`config.mk`:
```
export PLATFORM = sky130hd
export DESIGN_NAME = fp_div
export DESIGN_NICKNAME = d
export VERILOG_FILES = /design/src/rtl/fp_div.sv
export SDC_FILE = /design/constraint.sdc
export NUM_CORES = 1
export LEC_CHECK = 0
export BUFFER_PORTS_ARGS = -buffer_cell sky130_fd_sc_hd__buf_2
export CAP_MARGIN = 20
export CORE_MARGIN = 1.5
export CORE_UTILIZATION = 50
export CTS_BUF_LIST = sky130_fd_sc_hd__clkbuf_8 sky130_fd_sc_hd__clkbuf_16
export DETAILED_ROUTE_END_ITERATION = 10
export PLACE_DENSITY = 0.79
export REMOVE_ABC_BUFFERS = 1
export SLEW_MARGIN = 5
export SYNTH_ARGS = -nofsm -noshare
export SYNTH_HDL_FRONTEND = slang
export SYNTH_SLANG_ARGS = --single-unit
```
`constraint.sdc`:
```
create_clock -name clock -period 5.8 [get_ports clock]
set_input_delay 1.16 -clock clock [delete_from_list [all_inputs] [get_ports clock]]
set_output_delay 1.16 -clock clock [all_outputs]
set_load 0.02 [all_outputs]
```
`src/rtl/fp_div.sv`:
```
// IEEE-754 single-precision divider: result = dataA / dataB.
// Iterative radix-2 restoring divide, start/done handshake, one op in flight.
//   clock  : rising-edge clock
//   reset  : synchronous, active-high
//   start  : operand valid, sampled only in IDLE
//   dataA  : dividend, captured on accepted start
//   dataB  : divisor, captured on accepted start
//   busy   : high in DIV and ROUND
//   done   : one-cycle pulse, result valid
//   result : quotient, held until next done
module fp_div #(
    parameter logic [31:0] NAN_VALUE = 32'h7f800001,
    parameter int          QBITS     = 26
) (
    input  logic        clock,
    input  logic        reset,
    input  logic        start,
    input  logic [31:0] dataA,
    input  logic [31:0] dataB,
    output logic        busy,
    output logic        done,
    output logic [31:0] result
);

    localparam int CW = $clog2(QBITS);
    localparam logic [CW-1:0] LAST = CW'(QBITS - 1);

    typedef enum logic [1:0] {IDLE, DIV, ROUND, DONE} state_t;
    typedef enum logic [1:0] {K_NORM, K_NAN, K_INF, K_ZERO} kind_t;

    state_t             state;
    kind_t              kind;
    logic [CW-1:0]      cnt;
    logic [24:0]        rem;
    logic [23:0]        mb;
    logic [QBITS-1:0]   q;
    logic               sgn;
    logic signed [9:0]  exp_d;

    // operand classification at capture
    logic [7:0] ea, eb;
    logic       a_nan, a_inf, a_zero;
    logic       b_nan, b_inf, b_zero;
    kind_t      kind_n;

    assign ea     = dataA[30:23];
    assign eb     = dataB[30:23];
    assign a_nan  = (ea == 8'hff) && (dataA[22:0] != 23'd0);
    assign a_inf  = (ea == 8'hff) && (dataA[22:0] == 23'd0);
    assign a_zero = (ea == 8'h00);
    assign b_nan  = (eb == 8'hff) && (dataB[22:0] != 23'd0);
    assign b_inf  = (eb == 8'hff) && (dataB[22:0] == 23'd0);
    assign b_zero = (eb == 8'h00);

    always_comb begin
        kind_n = K_NORM;
        if (a_nan || b_nan)
            kind_n = K_NAN;
        else if ((a_inf && b_inf) || (a_zero && b_zero))
            kind_n = K_NAN;
        else if (a_inf || b_zero)
            kind_n = K_INF;
        else if (b_inf || a_zero)
            kind_n = K_ZERO;
    end

    // one restoring step; remainder before the step is < 2*mb
    logic        ge;
    logic [23:0] rsub;

    assign ge   = rem >= {1'b0, mb};
    assign rsub = ge ? 24'(rem - {1'b0, mb}) : rem[23:0];

    // normalise and round-to-nearest-even
    logic               hi, g, st;
    logic [23:0]        mant;
    logic [24:0]        sum;
    logic [22:0]        frac;
    logic signed [9:0]  e0, e1;
    logic [31:0]        norm_res;
    logic [31:0]        rnd_res;

    always_comb begin
        hi   = q[QBITS-1];
        mant = hi ? q[QBITS-1:2] : q[QBITS-2:1];
        g    = hi ? q[1] : q[0];
        st   = hi ? (q[0] | (rem != '0)) : (rem != '0);
        e0   = exp_d + (hi ? 10'sd127 : 10'sd126);
        sum  = {1'b0, mant} + {24'd0, g & (st | mant[0])};
        // on carry-out the sum is exactly 2.0, so the shifted fraction is zero
        frac = sum[24] ? sum[23:1] : sum[22:0];
        e1   = e0 + $signed({9'd0, sum[24]});
        if (e1 >= 10'sd255)
            norm_res = {sgn, 8'hff, 23'd0};
        else if (e1 <= 10'sd0)
            norm_res = {sgn, 31'd0};
        else
            norm_res = {sgn, e1[7:0], frac};
    end

    always_comb begin
        rnd_res = norm_res;
        case (kind)
            K_NAN:   rnd_res = NAN_VALUE;
            K_INF:   rnd_res = {sgn, 8'hff, 23'd0};
            K_ZERO:  rnd_res = {sgn, 31'd0};
            default: rnd_res = norm_res;
        endcase
    end

    always_ff @(posedge clock) begin
        if (reset) begin
            state  <= IDLE;
            busy   <= 1'b0;
            done   <= 1'b0;
            result <= 32'd0;
            cnt    <= '0;
            rem    <= '0;
            mb     <= '0;
            q      <= '0;
            sgn    <= 1'b0;
            exp_d  <= '0;
            kind   <= K_NORM;
        end else begin
            case (state)
                IDLE: begin
                    done <= 1'b0;
                    if (start) begin
                        state <= DIV;
                        busy  <= 1'b1;
                        cnt   <= '0;
                        rem   <= {1'b0, 1'b1, dataA[22:0]};
                        mb    <= {1'b1, dataB[22:0]};
                        q     <= '0;
                        sgn   <= dataA[31] ^ dataB[31];
                        exp_d <= $signed({2'b00, ea}) - $signed({2'b00, eb});
                        kind  <= kind_n;
                    end
                end
                DIV: begin
                    rem <= {rsub, 1'b0};
                    q   <= {q[QBITS-2:0], ge};
                    cnt <= cnt + 1'b1;
                    if (cnt == LAST)
                        state <= ROUND;
                end
                ROUND: begin
                    result <= rnd_res;
                    state  <= DONE;
                    busy   <= 1'b0;
                    done   <= 1'b1;
                end
                default: begin
                    done  <= 1'b0;
                    state <= IDLE;
                end
            endcase
        end
    end

endmodule

```
==> results by group <==
Status
  • Status: finished clean

Layout
  • Final net count: 1,222
  • Multi-input gate area: 5190 um^2
  • Fillers: 1,445
  • Share of layout cells above drive strength 1: 16.0%
  • Synth-to-Final Area Change: 13.4%
  • N_diodes: 0
  • Design area: 9420 um^2
  • FF+latch area: 2560 um^2

Placed design
  • Port-buffer cells: 100
  • Hpwl dp: 15,700 um
  • DP Area: 8850 um^2
  • RePlAce Congestion: 0.928

Logic synthesis
  • Syn Area/Cell: 7.92 um^2
  • Primary FF master, synth: dfxtp_1
  • Netlist cell types: 82
  • Synth warnings: 0
  • Mapped Cells: 1,049
  • Number of flops mapped to enable cells by yosys: 0
  • Post-synthesis sequential area ratio: 30.8%
  • Netlist Area Pre-Place: 8310 um^2
  • Asr flop ratio synth: 0%
  • Top-area cell type share of the netlist area: 30.8%
  • Synth area leaders: dfxtp_1 31%, ha_1 6.5%, a21oi_1 5.2%
  • Biggest area consumer among synthesized cells: dfxtp_1
  • Yosys reg bits: 128

Worst setup path
  • Crit Path Class: reg2reg
  • CP peak stage delay: 0.48 ns
  • CP Cell Sequence: nand2b_1 -> a21boi_0 -> ha_1 -> nand3_1 -> nor2_1 -> and3_1 -> nand3b_1 -> nor3_4 -> fa_1 -> inv_1 -> ha_1 -> or3b_4 -> nand2b_4 -> a2111oi_4 -> a311oi_2 -> o21ai_4 -> nor3b_4 -> nor3b_4 -> a22o_1
  • Delay-heaviest family, CP: simple AND/OR/NAND/NOR gates
  • Crit path launch type: flip-flop
  • Worst EP arrival: 5.52 ns
  • CP max FO: 23
  • Critical-path cell with the highest stage delay: nor3b_4
  • Worst EP required: 6.17 ns
  • Critical Path End Type: flip-flop
  • Worst R2R Setup Slack: 0.65 ns
  • Buf/Inv on CP: 1

STA
  • Max Clock Skew: 0.00805 ns
  • Hold Fails Final Rpt: 0
  • Slew headroom: 33.5%
  • Max Clk Rate: 194 MHz
  • # setup viols final: 0
  • Fin crit share: 88.8%
  • Min Tclk post-route: 5.15 ns
  • RSZ-0062 raised after global routing: false
  • Final max-slew violation count: 0
  • Slew @ Worst Pin: 0.996 ns
  • Setup TNS: 0 ns

Die
  • Die Wd: 132 um
  • Die Y: 132 um
  • Io pins: 101
  • Core area: 16,100 um^2
  • Starting Density: 51.7%
  • Row count: 46
  • Die ar.: 17,400 um^2

Drt
  • DRC Markers: 0
  • Drt total wl: 21,800 um
  • Vias per cell: 5.91
  • Via count: 7,902
  • WL/cell: 16.3 um
  • Initial DRC count: 701
  • Post-DRT Antenna Nets: 0
  • Drt first pass iters: 6

Global routing
  • Met1 Track Usage GR: 34.7%
  • Initial antenna violation count: 0
  • GRT busiest layer: met2
  • Met3 Track Usage GR: 5.15%
  • Grt ovf: 0
  • Met2 usage: 39.9%
  • Largest net degree at the start of global routing: 85
  • First-pass GRT wire length: 36,600 um
  • Global Route Usage Sum: 25.4%
  • Vias in the first global route: 7,306

Power and ir drop
  • P_leak: 3.78 nW
  • Sequential share of power: 23.8%
  • Peak supply drop: 0.380 mV
  • Clk pwr share: 19.0%
  • Pwr Total: 5.16 mW
  • Switch Pwr: 2.35 mW
  • Power Internal: 2.81 mW
  • Logic pwr share: 57.2%
  • Pwr Density: 548 nW/um^2
  • Sw Ratio: 45.5%

Clocking
  • Maximum root-to-sink buffer count: 2
  • Hold Buf Count CTS: 0
  • Resized cells post-CTS: 0
  • Clk sink count: 128
  • CTS H-tree depth: 4
  • TritonCTS Buffers: 17
  • Clk_lat worst skew: 0.43 ns
  • Worst-path clk slew: 0.06 ns
  • Setup Buffers After CTS: 0
  • Clock Tree Root: clkbuf_16
  • TritonCTS clock tree: built

Run
  • Max-Cap Viols: 0

Min path
  • Worst hold-check path type: reg2reg
## worst min-delay path: cells and delay by family, from the launching register on
| kind | cells | cell delay [ns] |
|---|---|---|
| flip-flops | 1 | 0.31 |
| AO/OA/AOI/OAI | 1 | 0.05 |
| AND/OR/NAND/NOR | 1 | 0.05 |
## routing by layer
layer	share of wire, %	wire [um]	vias up
li1	-	-	3920
met1	47	10300	3689
met2	45	9760	254
met3	5.6	1210	39
met4	2.3	504	0
met5	0	0	-
## power groups by stage
stage / logic [mW] / clock network (mW) / registers [mW]
finish: 2.95 / 0.981 / 1.23
global route: 3.25 / 1.04 / 1.25
CTS: 2.85 / 0.993 / 1.22
detailed placement: 2.82 / 0 / 1.24
global placement: 2.78 / 0 / 1.24
floorplan: 2.14 / 0 / 1.22
## worst paths after layout
kind               from    endpoint  depth (start not counted)
setup reg to reg  q[25]  result[11]                         19
hold / removal    mb[4]       mb[4]                          2
setup / recovery  q[25]  result[11]                         19
hold reg to reg   mb[4]       mb[4]                          2
## state kept, by name, indices dropped and copies added, names as in the netlist, 2 cells and up
name    cells
result     32
q          26
rem        25
mb         24
exp_d       9
cnt         5
kind        2
state       2
## cell usage in the layout, fill, tap and decap left out, types with 19 or more instances in the layout
master / count
inv_1: 70
xnor2_1: 19
ha_1: 43
a22oi_1: 46
a211oi_1: 26
a21oi_1: 86
o21ai_0: 34
nor2_1: 107
buf_2: 99
nand3_1: 22
dfxtp_1: 127
mux2i_1: 21
xor2_1: 19
nand2_1: 101
## metrics by stage
step	hold WS, ns	util [%]	setup slack (ns)	std cells
after floorplan	0.429	-	0.339	980
after global placement	0.443	55.1	0.819	1304
after detailed placement	0.447	55.1	0.715	1304
after CTS	0.455	58.5	0.668	1336
after global routing	0.469	58.7	0.306	1338
final	0.454	58.7	0.650	1338
## synthesized netlist by cell type (13+ instances only)
library cell / instances
nor3_1: 16
nor2_1: 109
xnor2_1: 19
o21ai_0: 34
a22oi_1: 46
nand4_1: 16
clkbuf_1: 49
a21o_1: 17
nand3_1: 22
ha_1: 43
mux2i_1: 21
nand2_1: 101
a211oi_1: 26
nor4_1: 17
a21oi_1: 87
xor2_1: 19
nor2b_1: 13
dfxtp_1: 128
inv_1: 70
## cell type report
cell class,count,area share [%]
Tap cell,216,2.87
Inverter,70,2.79
Multi-Input combinational cell,782,55.1
Timing Repair Buffer,110,6.35
Clock inverter,15,1.20
Clock buffer,17,4.52
Sequential cell,128,27.2
## kinds of logic after synthesis
| family | count (synthesis) | synth area share [%] |
|---|---|---|
| buffers and inverters | 139 | 6.90 |
| AND/OR/NAND/NOR | 358 | 21.4 |
| multiplexers | 26 | 3.21 |
| XOR/XNOR | 38 | 4.01 |
| adder cells (fa/ha/maj) | 46 | 7.20 |
| flip-flops | 128 | 30.8 |
| AO/OA/AOI/OAI | 314 | 26.4 |
No activity file was read; power rests on OpenSTA's default activity.
